--- src/rtl/soundweb_pkg.sv ---
`default_nettype none
// ============================================================================
// Module      : soundweb_pkg
// Description : Shared framing constants and the serializer state encoding
//               for the Soundweb transmit path.
// Revision    : 1.0 - initial release
// ============================================================================
package soundweb_pkg;

  // Framing bytes produced by the encoder
  localparam logic [7:0] SW_STX = 8'h02;
  localparam logic [7:0] SW_ETX = 8'h03;
  localparam logic [7:0] SW_ESC = 8'h1B;

  // Number of packet byte slots delivered by the encoder
  localparam int SW_PACKET_BYTES = 29;

  // Serializer states; GAP is only reachable when inter-byte gaps are built in
  typedef enum logic [1:0] {
    ST_IDLE  = 2'd0,
    ST_CHECK = 2'd1,
    ST_SEND  = 2'd2,
    ST_GAP   = 2'd3
  } sw_state_e;

endpackage
`default_nettype wire

--- src/rtl/soundweb_gap_timer.sv ---
`default_nettype none
// ============================================================================
// Module      : soundweb_gap_timer
// Description : Loadable down-counter that reports expiry when the final idle
//               cycle of an inter-byte gap is in progress.
// Revision    : 1.0 - initial release
// ============================================================================
module soundweb_gap_timer #(
  parameter int WIDTH = 3
) (
  input  logic             clk,
  input  logic             reset,
  input  logic             load_i,
  input  logic [WIDTH-1:0] load_val_i,
  output logic             expired_o
);

  logic [WIDTH-1:0] count_q;

  // Count down from the loaded value, parking at zero
  always_ff @(posedge clk or posedge reset) begin
    if (reset) begin
      count_q <= '0;
    end else if (load_i) begin
      count_q <= load_val_i;
    end else if (count_q != '0) begin
      count_q <= count_q - 1'b1;
    end
  end

  // A count of one means this is the last idle cycle of the gap
  assign expired_o = (count_q <= WIDTH'(1));

endmodule
`default_nettype wire

--- src/rtl/soundweb_tx_serializer.sv ---
`default_nettype none
// ============================================================================
// Module      : soundweb_tx_serializer
// Description : Captures a framed encoder packet on start and streams it one
//               byte per valid/ready handshake, stopping after the ETX byte.
//               Define SOUNDWEB_TX_GAP_EN to insert GAP_CYCLES idle cycles
//               between consecutive bytes.
// Revision    : 1.0 - initial release
// ============================================================================
module soundweb_tx_serializer
  import soundweb_pkg::*;
#(
  parameter int         PACKET_BYTES = SW_PACKET_BYTES,
  parameter logic [7:0] STX_BYTE     = SW_STX,
  parameter logic [7:0] ETX_BYTE     = SW_ETX,
  parameter int         GAP_CYCLES   = 4
) (
  input  logic                      clk,
  input  logic                      reset,
  input  logic                      start,
  input  logic [8*PACKET_BYTES-1:0] packet,
  output logic [7:0]                tx_data,
  output logic                      tx_valid,
  input  logic                      tx_ready,
  output logic                      busy,
  output logic                      done,
  output logic                      err,
  output logic [4:0]                byte_count
);

  localparam int IDX_W = (PACKET_BYTES > 1) ? $clog2(PACKET_BYTES) : 1;
  localparam logic [IDX_W-1:0] LAST_IDX = IDX_W'(PACKET_BYTES - 1);

  sw_state_e        state_q, state_d;
  logic [7:0]       buf_q [PACKET_BYTES];
  logic [IDX_W-1:0] index_q, index_d;
  logic [4:0]       count_q, count_d;
  logic             done_q, done_d;
  logic             err_q, err_d;

  logic             capture;
  logic [7:0]       cur_byte;
  logic             is_etx;
  logic             last_slot;
  logic             stx_bad;

  // A start is honoured only in IDLE and not in the cycle a done/err pulse shows
  assign capture   = (state_q == ST_IDLE) && start && !done_q && !err_q;
  assign cur_byte  = buf_q[index_q];
  // Slot 0 is always STX, so only later slots can terminate the frame
  assign is_etx    = (index_q != '0) && (cur_byte == ETX_BYTE);
  assign last_slot = (index_q == LAST_IDX);
  assign stx_bad   = (buf_q[0] != STX_BYTE);

`ifdef SOUNDWEB_TX_GAP_EN
  localparam int GAP_W = (GAP_CYCLES > 0) ? $clog2(GAP_CYCLES + 1) : 1;

  logic gap_load;
  logic gap_expired;

  soundweb_gap_timer #(
    .WIDTH(GAP_W)
  ) u_gap_timer (
    .clk       (clk),
    .reset     (reset),
    .load_i    (gap_load),
    .load_val_i(GAP_W'(GAP_CYCLES)),
    .expired_o (gap_expired)
  );
`endif

  // Next-state and datapath update for the transmit sequencer
  always_comb begin
    state_d = state_q;
    index_d = index_q;
    count_d = count_q;
    done_d  = 1'b0;
    err_d   = 1'b0;
`ifdef SOUNDWEB_TX_GAP_EN
    gap_load = 1'b0;
`endif
    case (state_q)
      ST_IDLE: begin
        if (capture) begin
          state_d = ST_CHECK;
          index_d = '0;
          count_d = '0;
        end
      end
      ST_CHECK: begin
        state_d = stx_bad ? ST_IDLE : ST_SEND;
      end
      ST_SEND: begin
        if (tx_ready) begin
          count_d = count_q + 5'd1;
          if (is_etx) begin
            state_d = ST_IDLE;
            done_d  = 1'b1;
          end else if (last_slot) begin
            // Every slot used without a terminator: framing fault
            state_d = ST_IDLE;
            err_d   = 1'b1;
          end else begin
            index_d = index_q + 1'b1;
`ifdef SOUNDWEB_TX_GAP_EN
            if (GAP_CYCLES > 0) begin
              state_d  = ST_GAP;
              gap_load = 1'b1;
            end
`endif
          end
        end
      end
`ifdef SOUNDWEB_TX_GAP_EN
      ST_GAP: begin
        if (gap_expired) begin
          state_d = ST_SEND;
        end
      end
`endif
      default: begin
        state_d = ST_IDLE;
      end
    endcase
  end

  // State register
  always_ff @(posedge clk or posedge reset) begin
    if (reset) begin
      state_q <= ST_IDLE;
    end else begin
      state_q <= state_d;
    end
  end

  // Index, accepted-byte counter and completion pulses
  always_ff @(posedge clk or posedge reset) begin
    if (reset) begin
      index_q <= '0;
      count_q <= '0;
      done_q  <= 1'b0;
      err_q   <= 1'b0;
    end else begin
      index_q <= index_d;
      count_q <= count_d;
      done_q  <= done_d;
      err_q   <= err_d;
    end
  end

  // Capture buffer, loaded only by an accepted start so a busy packet is safe
  always_ff @(posedge clk or posedge reset) begin
    if (reset) begin
      for (int i = 0; i < PACKET_BYTES; i++) begin
        buf_q[i] <= 8'h00;
      end
    end else if (capture) begin
      for (int i = 0; i < PACKET_BYTES; i++) begin
        buf_q[i] <= packet[8*i +: 8];
      end
    end
  end

  // tx_valid derives from state alone, so reset drops it immediately
  assign tx_valid   = (state_q == ST_SEND);
  assign tx_data    = tx_valid ? cur_byte : 8'h00;
  assign busy       = (state_q != ST_IDLE);
  assign done       = done_q;
  // A bad STX is flagged during the CHECK cycle itself
  assign err        = err_q | ((state_q == ST_CHECK) && stx_bad);
  assign byte_count = count_q;

endmodule
`default_nettype wire

--- config.mk ---
export PLATFORM = sky130hd
export DESIGN_NAME = soundweb_tx_serializer
export DESIGN_NICKNAME = d
export VERILOG_FILES = /design/src/rtl/soundweb_pkg.sv /design/src/rtl/soundweb_gap_timer.sv /design/src/rtl/soundweb_tx_serializer.sv
export SDC_FILE = /design/constraint.sdc
export NUM_CORES = 1
export LEC_CHECK = 0
export ABC_CLOCK_PERIOD_IN_PS = 9150
export CAP_MARGIN = 20
export CORE_MARGIN = 2
export CORE_UTILIZATION = 40
export DETAILED_ROUTE_END_ITERATION = 7
export GPL_TIMING_DRIVEN = 1
export PLACE_DENSITY = 0.67
export SLEW_MARGIN = 25
export SYNTH_ARGS = -nofsm -noshare
export SYNTH_HDL_FRONTEND = slang
export SYNTH_HIERARCHICAL = 1
export SYNTH_SLANG_ARGS = --single-unit
--- constraint.sdc ---
create_clock -name clk -period 9.15 [get_ports clk]
set_clock_uncertainty 0.1 [all_clocks]
set_input_delay 1.3725 -clock clk [delete_from_list [all_inputs] [get_ports clk]]
set_output_delay 1.3725 -clock clk [all_outputs]
set_load 0.005 [all_outputs]
==> results of run 1 <==
## metrics by stage
step / worst slack, ns / cells / utilization (%) / total power [uW] / area (sq um)
floorplan: 0.919 / 1246 / - / 1700 / 11300
global placement: 4.71 / 1805 / 50.5 / 1930 / 14100
detailed placement: 4.62 / 1805 / 50.5 / 1950 / 14100
CTS: 4.08 / 1852 / 53.5 / 2980 / 14900
global route: 3.89 / 1852 / 53.5 / 3110 / 14900
finish: 4.15 / 1852 / 53.5 / 2970 / 14900
## where the power goes
part	switching, uW	internal, uW
sequential	119	1280
combinational	272	256
clock	448	589
## layout make-up
| cell class | count | area share [%] |
|---|---|---|
| tap | 378 | 3.17 |
| clock inverter | 11 | 0.688 |
| sequential | 246 | 41.4 |
| multi-input combinational | 915 | 32.3 |
| inverter | 9 | 0.311 |
| timing repair buffer | 257 | 17.3 |
| clock buffer | 36 | 4.89 |
## worst max-delay path, stage by stage (launching register included)
cell	delay [ns]
dfrtp_4	1.09
mux2i_1	0.19
mux4_2	0.51
a211oi_2	0.20
o21ai_1	0.13
nor2_1	0.27
clkdlybuf4s50_1	0.56
## Yosys cell counts, types with 2 or more instances
cell,count,area [sq um]
mux4_1,5,131
nor2b_1,4,25.0
or4_1,2,15.0
mux2i_1,8,80.1
mux4_2,40,901
o22ai_1,2,12.5
o21ai_0,3,15.0
mux2_2,17,191
buf_2,9,45.0
nand3_1,13,65.1
and2_1,3,18.8
ha_1,3,37.5
nand2_1,734,2760
buf_1,4,15.0
xor2_1,3,26.3
nor3_1,2,10.0
or2_2,3,18.8
a221oi_1,7,61.3
nor2_1,14,52.6
nand4_1,10,62.6
o211ai_1,3,22.5
dfrtp_1,246,6160
a21oi_1,2,10.0
buf_4,2,15.0
buf_6,3,33.8
a22oi_1,14,105
nor3b_1,3,22.5
inv_1,8,30.0
clkbuf_1,57,214
## kinds of logic after synthesis
| family | after synthesis | synth area share (%) |
|---|---|---|
| adder cells (fa/ha/maj) | 3 | 0.331 |
| buffers and inverters | 85 | 3.32 |
| multiplexers | 70 | 11.5 |
| AND/OR/NAND/NOR | 796 | 27.4 |
| XOR/XNOR | 3 | 0.232 |
| flip-flops | 246 | 54.3 |
| AO/OA/AOI/OAI | 43 | 2.93 |
## sequential cells by signal, summed over array words and instances, names as in the netlist
signal,count
byte_count,5
index_q,5
err_q,1
done,1
state_q,2
buf_q,232
## worst max-delay path by stage
stage,cells past startpoint,end,slack (ns),startpoint
global route,6,tx_data[7],3.89,index_q[0]$_DFFE_PP0P_
CTS,6,tx_data[7],4.08,index_q[2]$_DFFE_PP0P_
floorplan,1,buf_q[0]$_DFFE_PP0P_,0.92,reset
detailed placement,6,tx_data[2],4.62,index_q[2]$_DFFE_PP0P_
global placement,6,tx_data[4],4.71,index_q[2]$_DFFE_PP0P_
finish,6,tx_data[7],4.15,index_q[1]$_DFFE_PP0P_
## metal layers
metal	global-route usage [%]	vias to the layer above	wire length, um
met5	0	-	0
met4	7.34	0	935
met3	3.66	57	2260
met2	34.7	352	15300
met1	31.6	4507	14500
li1	-	4433	-
==> results by group, run 1 <==
Clocking
  – CTS root buffer: clkbuf_16
  – CTS Buffer Depth: 3
  – H-tree depth: 1
  – CTS tree: yes
  – Reg clk slew, reported paths: 0.06 ns
  – # hold bufs at CTS: 0
  – Clock Sinks: 246
  – Setup Fix Bufs, Post-CTS: 0
  – Post_cts resized: 0
  – Total CTS buffers: 26
  – Worst skew pair latency: 0.54 ns

Run
  – Number of max-cap violations: 0

Route
  – Antenna Nets Post-Route: 0
  – Vias: 9349
  – Vias per inst: 5.05
  – Final wirelength: 33000 um
  – Initial DRC Count: 791
  – Wire length per cell: 17.8 um
  – DR pass1 iterations: 8
  – DRC: 0

Synth
  – Seq/Total Area, Yosys: 54.3%
  – Synth Net Count: 1485
  – Number of synthesized flops with an enable pin: 0
  – Count of warnings emitted by yosys: 6
  – Average cell area after synthesis: 9.10 sq um
  – Library cells used by synthesis: 51
  – Post-Syn Area: 11300 sq um
  – Dominant synthesized flop cell: dfrtp_1
  – Async SR Flop Fraction: 100%
  – Cell count after synthesis: 1246
  – Synth Register Bits: 246

Power and ir drop
  – Cell Pwr Density: 199 nW/um^2
  – Worst IR Drop VDD: 133 uV
  – Leak: 0.00711 uW

Worst setup path
  – Type of origin of the critical path: flip-flop
  – CP Data Required Time: 7.68 ns
  – CP Class: reg -> out
  – Critical Path AT: 3.52 ns
  – R2R depth: 8
  – CP max FO: 64
  – CP Capture Type: output port
  – R2R setup slack: 5.53 ns
  – RR Startpoint: index_q[1]$_DFFE_PP0P_
  – Worst flop-to-flop path endpoint: state_q[1]$_DFFE_PP0P_

Finish
  – Area grow syn2layout: 31.4%
  – Fillers: 2518
  – NumNets Final: 1694
  – Most frequent cells in the layout: nand2_1 (733), clkdlybuf4s50_1 (252), dfrtp_1 (243)
  – Multi-input gate area: 4820 sq um
  – Commonest non-fill, non-tap cell in the layout: nand2_1
  – Reg area: 6160 sq um
  – Ant diodes: 0
  – Share of cells above drive strength 1: 7.67%

Min path
  – Worst Hold End: buf_q[116]$_DFFE_PP0P_
  – Hold WC Path Type: reg -> reg
  – Hold Path Depth: 2
  – Hold Path Origin: buf_q[116]$_DFFE_PP0P_

Floorplan
  – Die area: 29700 sq um
  – Row cnt: 61
  – Initial Util: 40.7%
  – Die Y: 172 um
  – Core area: 27900 sq um
  – I/O Pins: 253
  – DIE WIDTH: 172 um

Place
  – GP Congestion: 0.862
  – Input/output buffers: 252
  – Dpl hpwl: 23000 um

Global route
  – Largest net degree at the start of global routing: 130
  – First-pass GRT wire length: 50400 um
  – Vias in the first global route: 9300
  – GRT Util Overall: 22.2%
  – Antenna violations before repair: 0
  – Total grt overflow: 0

STA
  – Setup TNS: 0 ns
  – Fin. max-slew vios: 0
  – Final Critical Period: 5.00 ns
  – Slew @ Worst Pin: 1.02 ns
  – Fin. Hold Viols: 0
  – Worst slew margin: 32.2%
  – RSZ-0062 raised after global routing: false
  – Period utilization: 54.6%
  – Final setup fails: 0
  – Peak Freq: 200 MHz
  – Worst hold slack: 0.367 ns

Status
  – Status: completed
No activity file was read; power rests on OpenSTA's default activity.
==> run 2: changes to the inputs <==
Settings changed: ABC_CLOCK_PERIOD_IN_PS 9150 to 4500, PLACE_DENSITY 0.67 to 0.69.
Clock period 9.15 ns to 4.5 ns, I/O delays scaled along.
==> results by group, run 2 (synthesis gave the netlist of run 1 again) <==
STA
  – RSZ-0062 raised after global routing: false (unchanged)
  – Fin. max-slew vios: 0 (unchanged)
  – Slew @ Worst Pin: 1.11 ns (was 1.02 ns)
  – Final setup fails: 0 (unchanged)
  – Final Critical Period: 4.16 ns
  – Peak Freq: 240 MHz
  – Setup ws final: 0.340 ns (was 4.15 ns)
  – Setup TNS: 0 ns (unchanged)
  – Worst slew margin: 26.2% (was 32.2%)
  – Fin. Hold Viols: 0 (unchanged)
  – Period utilization: 92.4%

Clocking
  – Worst skew pair latency: 0.53 ns (was 0.54 ns)
  – CTS root buffer: clkbuf_16 (unchanged)
  – CTS Buffer Depth: 3 (unchanged)
  – CTS tree: yes (unchanged)
  – Setup Fix Bufs, Post-CTS: 0 (unchanged)
  – Total CTS buffers: 27 (was 26)
  – Post_cts resized: 0 (unchanged)
  – Clock Sinks: 246 (unchanged)
  – H-tree depth: 1 (unchanged)
  – Reg clk slew, reported paths: 0.06 ns (about the same)
  – # hold bufs at CTS: 0 (unchanged)

Place
  – Input/output buffers: 252 (unchanged)
  – Dpl hpwl: 23900 um (was 23000 um)
  – Pre-CTS WS: 0.865 ns (was 4.62 ns)
  – GP Congestion: 0.875 (was 0.862)
  – Placed inst area: 14200 sq um (was 14100 sq um)

Finish
  – Area grow syn2layout: 33.0% (was 31.4%)
  – Ant diodes: 0 (unchanged)
  – Final Cell Area: 15100 sq um (was 14900 sq um)
  – Largest reg by FF count: buf_q (unchanged)
  – Commonest non-fill, non-tap cell in the layout: nand2_1 (unchanged)
  – Most frequent cells in the layout: nand2_1 (733), clkdlybuf4s50_1 (252), dfrtp_1 (244) (was nand2_1 (733), clkdlybuf4s50_1 (252), dfrtp_1 (243))
  – NumNets Final: 1700 (was 1694)
  – Max FFs per register: 232 (unchanged)
  – Fillers: 2464 (was 2518)
  – Share of cells above drive strength 1: 8.31% (was 7.67%)

Global route
  – Total grt overflow: 0 (unchanged)
  – First-pass GRT wire length: 52200 um (was 50400 um)
  – Vias in the first global route: 9504 (was 9300)
  – GRT Util Overall: 22.9% (was 22.2%)
  – Largest net degree at the start of global routing: 237 (was 130)
  – Antenna violations before repair: 0 (unchanged)

Floorplan
  – Die Y: 172 um (unchanged)
  – Die area: 29700 sq um (unchanged)
  – Initial Util: 40.7% (unchanged)
  – DIE WIDTH: 172 um (unchanged)
  – Core area: 27900 sq um (unchanged)
  – Row cnt: 61 (unchanged)
  – I/O Pins: 253 (unchanged)

Worst setup path
  – CP Capture Type: output port (unchanged)
  – CP max FO: 20 (was 64)
  – Critical Path AT: 3.39 ns (was 3.52 ns)
  – CP Class: reg -> out (unchanged)
  – Type of origin of the critical path: flip-flop (unchanged)
  – CP Data Required Time: 3.72 ns (was 7.68 ns)

Route
  – DR pass1 iterations: 5 (was 8)
  – Vias: 9457 (was 9349)
  – Vias per inst: 5.09 (was 5.05)
  – Initial DRC Count: 881 (was 791)
  – DRC: 0 (unchanged)
  – Antenna Nets Post-Route: 0 (unchanged)
  – Final wirelength: 33500 um (was 33000 um)
  – Wire length per cell: 18.0 um (was 17.8 um)

Power and ir drop
  – Worst IR Drop VDD: 282 uV (was 133 uV)
  – Leak: 0.00722 uW (was 0.00711 uW)
  – Cell Pwr Density: 413 nW/um^2 (was 199 nW/um^2)
  – Total power: 6230 uW (was 2970 uW)

Status
  – Status: completed (unchanged)

Run
  – Number of max-cap violations: 0 (unchanged)

Min path
  – Hold WC Path Type: in -> async (was reg -> reg)
==> run 2: cell count changes in the layout (fill, tap and decap cells not counted), sizes merged <==
| cell | change |
|---|---|
| buf | +5 |
| clkbuf | +1 |
| bufinv | +2 |
| clkinvlp | -2 |
==> run 2: path summary, 6_finish.rpt <==
kind | start | to | slack [ns] | cells after the start
worst max-delay path | index_q[2]$_DFFE_PP0P_ | tx_data[7] | 0.34 | 6
worst min-delay path | reset | buf_q[25]$_DFFE_PP0P_ | 0.37 | 2
worst max register to register | index_q[1]$_DFFE_PP0P_ | index_q[4]$_DFFE_PP0P_ | 1.08 | 9
worst min register to register | buf_q[66]$_DFFE_PP0P_ | buf_q[66]$_DFFE_PP0P_ | 0.37 | 2
max in group asynchronous | reset | buf_q[228]$_DFFE_PP0P_ | 3.03 | 3
min in group clk | buf_q[66]$_DFFE_PP0P_ | buf_q[66]$_DFFE_PP0P_ | 0.37 | 2
==> run 2: routing by layer <==
metal / vias up / wire length, um / GRT usage, %
met4: 0 / 663 / 5.15
met1: 4550 / 14200 / 31.8
li1: 4447 / - / -
met5: - / 0 / 0
met2: 411 / 16000 / 37.6
met3: 49 / 2670 / 4.03
==> run 2: critical path: stages (launching register included) <==
cell and delay, ns:
dfrtp_1 0.81, nor2b_1 0.69, a221oi_1 0.20, a21oi_1 0.16, o21ai_1 0.17, nor2_1 0.26, clkdlybuf4s50_1 0.55
==> run 2: through the flow <==
| step | utilization (%) | hold slack (ns) | instances |
|---|---|---|---|
| final | 54.2 | 0.370 | 1858 |
| after global routing | 54.2 | 0.390 | 1858 |
| after CTS | 54.2 | 0.368 | 1858 |
| after detailed placement | 50.8 | 0.360 | 1810 |
| after global placement | 50.8 | 0.351 | 1810 |
| after floorplan | - | 0.337 | 1246 |
==> run 2: final cells by class <==
class	instances	area [sq um]	area share, %
clock inverter	11	138	0.912
tap	378	473	3.14
timing repair buffer	262	2660	17.6
multi-input combinational	915	4820	31.9
sequential	246	6160	40.9
inverter	9	42.5	0.282
clock buffer	37	793	5.26
==> run 2: power by group <==
group	total [uW]	internal (uW)	switching, uW	leakage, uW
Sequential	2890	2610	280	0.00304
Clock	2290	1400	888	0.000467
Combinational	1060	525	534	0.00371
Total	6230	4530	1700	0.00722
